===== config.mk =====
export PLATFORM = sky130hd
export DESIGN_NAME = muldiv_unit
export DESIGN_NICKNAME = d
export VERILOG_FILES = /design/src/rtl/muldiv_unit.sv
export SDC_FILE = /design/constraint.sdc
export NUM_CORES = 1
export LEC_CHECK = 0
export ABC_AREA = 0
export CORE_ASPECT_RATIO = 2
export CORE_MARGIN = 8
export CORE_UTILIZATION = 29
export DETAILED_ROUTE_END_ITERATION = 6
export HOLD_SLACK_MARGIN = 0.03
export PLACE_DENSITY = 0.51
export SKIP_LAST_GASP = 1
export SYNTH_ARGS = -nofsm -noshare
export SYNTH_HDL_FRONTEND = slang
export SYNTH_SLANG_ARGS = --single-unit

===== constraint.sdc =====
create_clock -name clk -period 5.4 [get_ports clk]
set_input_delay 0.81 -clock clk [delete_from_list [all_inputs] [get_ports clk]]
set_output_delay 0.81 -clock clk [all_outputs]
set_load 0.05 [all_outputs]

===== src/rtl/muldiv_unit.sv =====
// Multi-cycle integer multiply/divide unit for the execute stage.
// Handles MUL, MULH, MULHU, DIV, MOD, DIVU, MODU with one op in flight.
// Ports:
//   clk, rst       clock, synchronous active-high reset
//   flush          abandon any in-flight op or pending result
//   in_valid/in_ready, op, src1, src2   request handshake and operands
//   out_valid/out_ready, result          response handshake and result
// Configuration:
//   MULDIV_FAST_MUL_EN  single-cycle multiply for MUL/MULH/MULHU; divide stays iterative.
module muldiv_unit #(
    parameter int unsigned WIDTH = 32
) (
    input  logic             clk,
    input  logic             rst,
    input  logic             flush,
    input  logic             in_valid,
    output logic             in_ready,
    input  logic [2:0]       op,
    input  logic [WIDTH-1:0] src1,
    input  logic [WIDTH-1:0] src2,
    output logic             out_valid,
    input  logic             out_ready,
    output logic [WIDTH-1:0] result
);

    localparam int unsigned CW = $clog2(WIDTH) + 1;

    localparam logic [2:0] OP_MUL   = 3'd0;
    localparam logic [2:0] OP_MULH  = 3'd1;
    localparam logic [2:0] OP_MULHU = 3'd2;
    localparam logic [2:0] OP_DIV   = 3'd3;
    localparam logic [2:0] OP_MOD   = 3'd4;
    localparam logic [2:0] OP_DIVU  = 3'd5;
    localparam logic [2:0] OP_RSVD  = 3'd7;

    typedef enum logic [1:0] {IDLE, MUL, DIV, DONE} state_t;

    state_t           state_q, state_n;
    logic [CW-1:0]    cnt_q;
    logic [2:0]       op_q;
    logic             res_neg_q, rem_neg_q;
    logic [WIDTH-1:0] a_q, hi_q, lo_q;

    logic             accept, is_mul, is_div, sgn_op, s1_neg, s2_neg, div0, last;
    logic [WIDTH-1:0] s1_mag, s2_mag;
    logic [WIDTH:0]   mul_sum, div_shift, div_trial;
    logic [WIDTH-1:0] mul_hi_n, mul_lo_n, div_rem_n, div_quo_n;
    logic [2*WIDTH-1:0] prod_mag, prod_fix;
    logic [WIDTH-1:0] quo_fix, rem_fix, final_res, res_n;
    logic             res_load, div_ge;

    // Request decode and operand magnitudes
    always_comb begin
        in_ready = (state_q == IDLE) && !rst;
        accept   = in_valid && in_ready;
        is_mul   = (op == OP_MUL) || (op == OP_MULH) || (op == OP_MULHU);
        is_div   = !is_mul && (op != OP_RSVD);
        sgn_op   = (op == OP_MULH) || (op == OP_DIV) || (op == OP_MOD);
        s1_neg   = sgn_op && src1[WIDTH-1];
        s2_neg   = sgn_op && src2[WIDTH-1];
        s1_mag   = s1_neg ? -src1 : src1;
        s2_mag   = s2_neg ? -src2 : src2;
        div0     = (src2 == '0);
        last     = (cnt_q == CW'(1));
    end

    // One shift-add / restoring-subtract step on the shared hi:lo register pair
    always_comb begin
        mul_sum   = {1'b0, hi_q} + {1'b0, (lo_q[0] ? a_q : '0)};
        mul_hi_n  = mul_sum[WIDTH:1];
        mul_lo_n  = {mul_sum[0], lo_q[WIDTH-1:1]};
        div_shift = {hi_q, lo_q[WIDTH-1]};
        // Partial remainder is below twice the divisor, so bit WIDTH is a pure borrow flag
        div_trial = div_shift - {1'b0, a_q};
        div_ge    = !div_trial[WIDTH];
        div_rem_n = div_ge ? div_trial[WIDTH-1:0] : div_shift[WIDTH-1:0];
        div_quo_n = {lo_q[WIDTH-2:0], div_ge};
    end

    // Sign fix-up and op selection for the final iteration
    always_comb begin
        prod_mag = {mul_hi_n, mul_lo_n};
        prod_fix = res_neg_q ? -prod_mag : prod_mag;
        quo_fix  = res_neg_q ? -div_quo_n : div_quo_n;
        rem_fix  = rem_neg_q ? -div_rem_n : div_rem_n;
        unique case (op_q)
            OP_MUL:            final_res = prod_fix[WIDTH-1:0];
            OP_MULH, OP_MULHU: final_res = prod_fix[2*WIDTH-1:WIDTH];
            OP_DIV, OP_DIVU:   final_res = quo_fix;
            default:           final_res = rem_fix;
        endcase
    end

`ifdef MULDIV_FAST_MUL_EN
    logic signed [2*WIDTH-1:0] fast_a, fast_b, fast_prod;

    // Sign-extend through a WIDTH+1 operand so one multiplier serves signed and unsigned
    always_comb begin
        fast_a    = (2*WIDTH)'($signed({s1_neg, src1}));
        fast_b    = (2*WIDTH)'($signed({s2_neg, src2}));
        fast_prod = fast_a * fast_b;
    end
`endif

    // Next state; flush overrides everything but reset
    always_comb begin
        state_n = state_q;
        unique case (state_q)
            IDLE: begin
                if (accept) begin
                    if ((op == OP_RSVD) || (is_div && div0)) begin
                        state_n = DONE;
                    end else if (is_mul) begin
`ifdef MULDIV_FAST_MUL_EN
                        state_n = DONE;
`else
                        state_n = MUL;
`endif
                    end else begin
                        state_n = DIV;
                    end
                end
            end
            MUL, DIV: if (last) state_n = DONE;
            DONE:     if (out_ready) state_n = IDLE;
            default:  state_n = IDLE;
        endcase
        if (flush) state_n = IDLE;
    end

    // Result register load: early-out ops at accept, iterative ops on the last step
    always_comb begin
        res_load = 1'b0;
        res_n    = result;
        if (accept) begin
            if (op == OP_RSVD) begin
                res_load = 1'b1;
                res_n    = '0;
            end else if (is_div && div0) begin
                res_load = 1'b1;
                res_n    = ((op == OP_DIV) || (op == OP_DIVU)) ? '1 : src1;
            end
`ifdef MULDIV_FAST_MUL_EN
            else if (is_mul) begin
                res_load = 1'b1;
                res_n    = (op == OP_MUL) ? fast_prod[WIDTH-1:0] : fast_prod[2*WIDTH-1:WIDTH];
            end
`endif
        end else if (((state_q == MUL) || (state_q == DIV)) && last) begin
            res_load = 1'b1;
            res_n    = final_res;
        end
        if (flush) res_load = 1'b0;
    end

    // State register
    always_ff @(posedge clk) begin
        if (rst) state_q <= IDLE;
        else     state_q <= state_n;
    end

    // Datapath and output registers
    always_ff @(posedge clk) begin
        if (rst) begin
            cnt_q     <= '0;
            op_q      <= '0;
            res_neg_q <= 1'b0;
            rem_neg_q <= 1'b0;
            a_q       <= '0;
            hi_q      <= '0;
            lo_q      <= '0;
            out_valid <= 1'b0;
            result    <= '0;
        end else begin
            out_valid <= (state_n == DONE);
            if (res_load) result <= res_n;
            if (accept && !flush) begin
                op_q      <= op;
                cnt_q     <= CW'(WIDTH);
                res_neg_q <= s1_neg ^ s2_neg;
                rem_neg_q <= s1_neg;
                hi_q      <= '0;
                a_q       <= is_mul ? s1_mag : s2_mag;
                lo_q      <= is_mul ? s2_mag : s1_mag;
            end else if (state_q == MUL) begin
                hi_q  <= mul_hi_n;
                lo_q  <= mul_lo_n;
                cnt_q <= cnt_q - CW'(1);
            end else if (state_q == DIV) begin
                hi_q  <= div_rem_n;
                lo_q  <= div_quo_n;
                cnt_q <= cnt_q - CW'(1);
            end
        end
    end

endmodule


==> results_dict.tcl <==
set metrics [dict create \
    status "complete, but fails checks" \
    violations "design-rule violations" \
    drt-total-wl_mm 79.8 \
    die_area_um2 65100 \
    yosysUniqueCellTypes 81 \
    yosysWarningCount 0 \
    dp_cells 3146 \
    cts_buffers 17 \
    route.detailed.drc 6 \
    leakage_nw 6.98 \
    worstRegToRegCells 17 \
    netlist_area_um2 16500 \
    root_buffer "clkbuf_16" \
    power_density_nw_per_um2 394 \
    finalNetCount 2564 \
    critPathArrivalTime_ns 5.70 \
    grt_overflow_total 0 \
    antenna_cells 0 \
    clkSlewWorstSetupHoldPaths_ns 0.07 \
    htreeDepth 4 \
    synth_top_family_by_area "compound AO/OA/AOI/OAI gates" \
    grt_pass1_wl_mm 117 \
    clock_latency_ns 0.48 \
    worstMarginPinSlew_ns 1.11 \
    synth_fa_ha_area_share_pct 6.00 \
    r2r_slack_ns 0.04 \
    post-cts-setup-buffers 0 \
    cap_violations 0 \
    synth_seq_area_share_pct 17.3 \
    max_freq_mhz 187 \
    cp_max_fo 34 \
    dr.pass1.iters 7 \
    synth_xor_area_share_pct 12.0 \
    hold_start "result[6]" \
    synth.net_count 2499 \
    port_buffers 105 \
    synth_flop_cell "dfxtp_1" \
    async_flop_share_pct 0 \
    final_common_cell "nand2_1" \
    antenna_found_initial 3 \
    synth_cells 2350 \
    grt_usage_pct 23.8 \
    setup_viol 0 \
    synth-seq-cells 142 \
    clk_path_buf_depth 2 \
    place_congestion 0.962 \
    dieWidth_um 184 \
    synth.avg_cell_area_um2 7.01 \
    fillers 6006 \
    synth-edff-count 0 \
    min_path_cells 2 \
    synthMuxAreaShare_pct 5.69 \
    cp.required_ns 5.75 \
    cts_tree "done" \
    wl_per_cell_um 25.1 \
    area_growth_syn_to_layout_pct 18.2 \
    vdd_drop_max_mv 0.244 \
    final.min_clock_period_ns 5.36 \
    ant_nets 0 \
    die_y_um 353 \
    hp-class "flip-flop to flip-flop" \
    dr_total_vias 18721 \
    min_to "result[6]" \
    slew_headroom_pct 25.7 \
    final_hold_viol_count 0 \
    rsz0062_at_grt "true" \
    pin_count 106 \
    fp.coreArea_um2 56200 \
    dpl_cell_area_um2 18800 \
    initial_utilization_pct 29.3 \
    finClkSkew_ns 0.00820 \
    power.total_mw 7.66 \
    first_iter_violations 1383 \
    multi_input_area_um2 12700 \
    synth-simple-area-share_pct 21.8 \
    rows 123 \
    start_kind "flip-flop" \
    r2r-start "lo_q[0]" \
    critPathKind "flip-flop to flip-flop" \
    layout-drive-gt1-share_pct 9.27 \
    register_area_um2 2840 \
    slew_viol_final 0 \
    grt_max_degree 98 \
    vias_per_cell 5.89 \
    dp_hpwl_mm 63.8 \
    layout_common_cells "nand2_1 (266), nor2_1 (201), o21ai_0 (192)" \
    hold_slack_ns 0.497 \
    reg2reg_to "result[31]" \
    cts_sinks 142 \
    final_cell_count_no_fill 3178 \
    endpoint_kind "flip-flop" \
    period_share_pct 99.2 \
    grt_pass1_vias 18754 \
    synth_compound_area_share_pct 31.1 \
    final_area_um2 19500 \
]
-- cell type report --
| cell class | instances | area share [%] |
|---|---|---|
| tap | 750 | 4.82 |
| sequential | 142 | 14.6 |
| clock inverter | 12 | 0.688 |
| timing repair buffer | 237 | 10.7 |
| multi-input combinational | 1943 | 65.3 |
| inverter | 74 | 1.43 |
| clock buffer | 20 | 2.40 |
-- sequential cells by signal, summed over array words and instances (netlist names) --
name / flops
a_q: 32
cnt_q: 6
hi_q: 32
lo_q: 32
op_q: 3
out_valid: 1
rem_neg_q: 1
res_neg_q: 1
result: 32
state_q: 2
-- critical path, stage by stage, from the launching register on --
cell and delay (ns):
dfxtp_1 0.35, clkinv_1 0.05, buf_4 0.40, nor2_1 0.14, ha_1 0.31, a21oi_1 0.38, o21ai_0 0.23, a221oi_1 0.33
buf_4 0.20, nand2_1 0.11, xor2_1 0.21, a21o_1 0.24, or4_1 0.72, or3_1 0.54, or3_1 0.38, o2111a_1 0.26
a21oi_1 0.23, a31oi_1 0.13
-- layer usage --
metal | vias up | routed length, µm | track usage, %
li1 | 8732 | - | -
met1 | 8952 | 27800 | 23.2
met2 | 779 | 41800 | 44.4
met3 | 256 | 3760 | 2.95
met4 | 2 | 6490 | 18.5
met5 | - | 13 | 0
-- kinds of logic (layout without fill, tap and decap cells) --
group                      Yosys count  after routing
buffers and inverters              265            343
muxes                               92             92
adders and majority gates           78             78
xor gates and xnor gates           226            226
AOI/OAI and AO/OA                  787            787
DFF                                142            142
and+or+nand+nor                    760            760
-- cell usage after synthesis (all sizes together), types with 24 or more instances --
| master | count | area [µm²] |
|---|---|---|
| nand2 | 267 | 1000 |
| a31oi | 24 | 150 |
| dfxtp | 142 | 2840 |
| clkbuf | 173 | 649 |
| ha | 75 | 938 |
| xnor2 | 129 | 1130 |
| or3 | 48 | 305 |
| a21o | 25 | 188 |
| o31ai | 73 | 562 |
| nor2 | 203 | 764 |
| inv | 71 | 267 |
| o211ai | 116 | 871 |
| a21oi | 166 | 831 |
| nand3 | 33 | 165 |
| a211oi | 26 | 195 |
| mux2i | 79 | 791 |
| nor3 | 51 | 255 |
| xor2 | 97 | 850 |
| o21ai | 199 | 996 |
-- stage by stage --
| step | setup slack, ns | utilization [%] | TNS, ns |
|---|---|---|---|
| floorplan | 0.267 | - | 0 |
| global placement | -0.110 | 33.5 | -0.215 |
| detailed placement | -0.126 | 33.5 | -0.305 |
| CTS | 0.111 | 34.6 | 0 |
| global route | -0.0963 | 34.7 | -0.0963 |
| finish | 0.0431 | 34.7 | 0 |
-- power by group --
group          internal [mW]  leakage [nW]  switching [mW]  total (mW)
clock network          0.719         0.281           0.567        1.29
registers               1.16          1.16           0.151        1.31
logic                   1.86          5.54            3.20        5.07
total                   3.74          6.98            3.92        7.66
-- worst max-delay path by stage --
stage / slack [ns] / cells after the start / end / start
after floorplan: 0.27 / 24 / result[20] / lo_q[31]
after global placement: -0.11 / 12 / result[25] / src2[8]
after detailed placement: -0.13 / 12 / result[28] / src2[8]
after CTS: 0.11 / 18 / result[31] / lo_q[31]
after global routing: -0.1 / 17 / result[31] / lo_q[0]
final: 0.04 / 17 / result[31] / lo_q[0]
-- timing repair --
| item | in CTS | in global routing |
|---|---|---|
| cloned | 0 | 0 |
| endpoints found under the setup margin | 1 | 5 |
| hold buffers | 0 | 0 |
| resized for setup | 1 | 6 |
(Power assumes the default switching activity.)
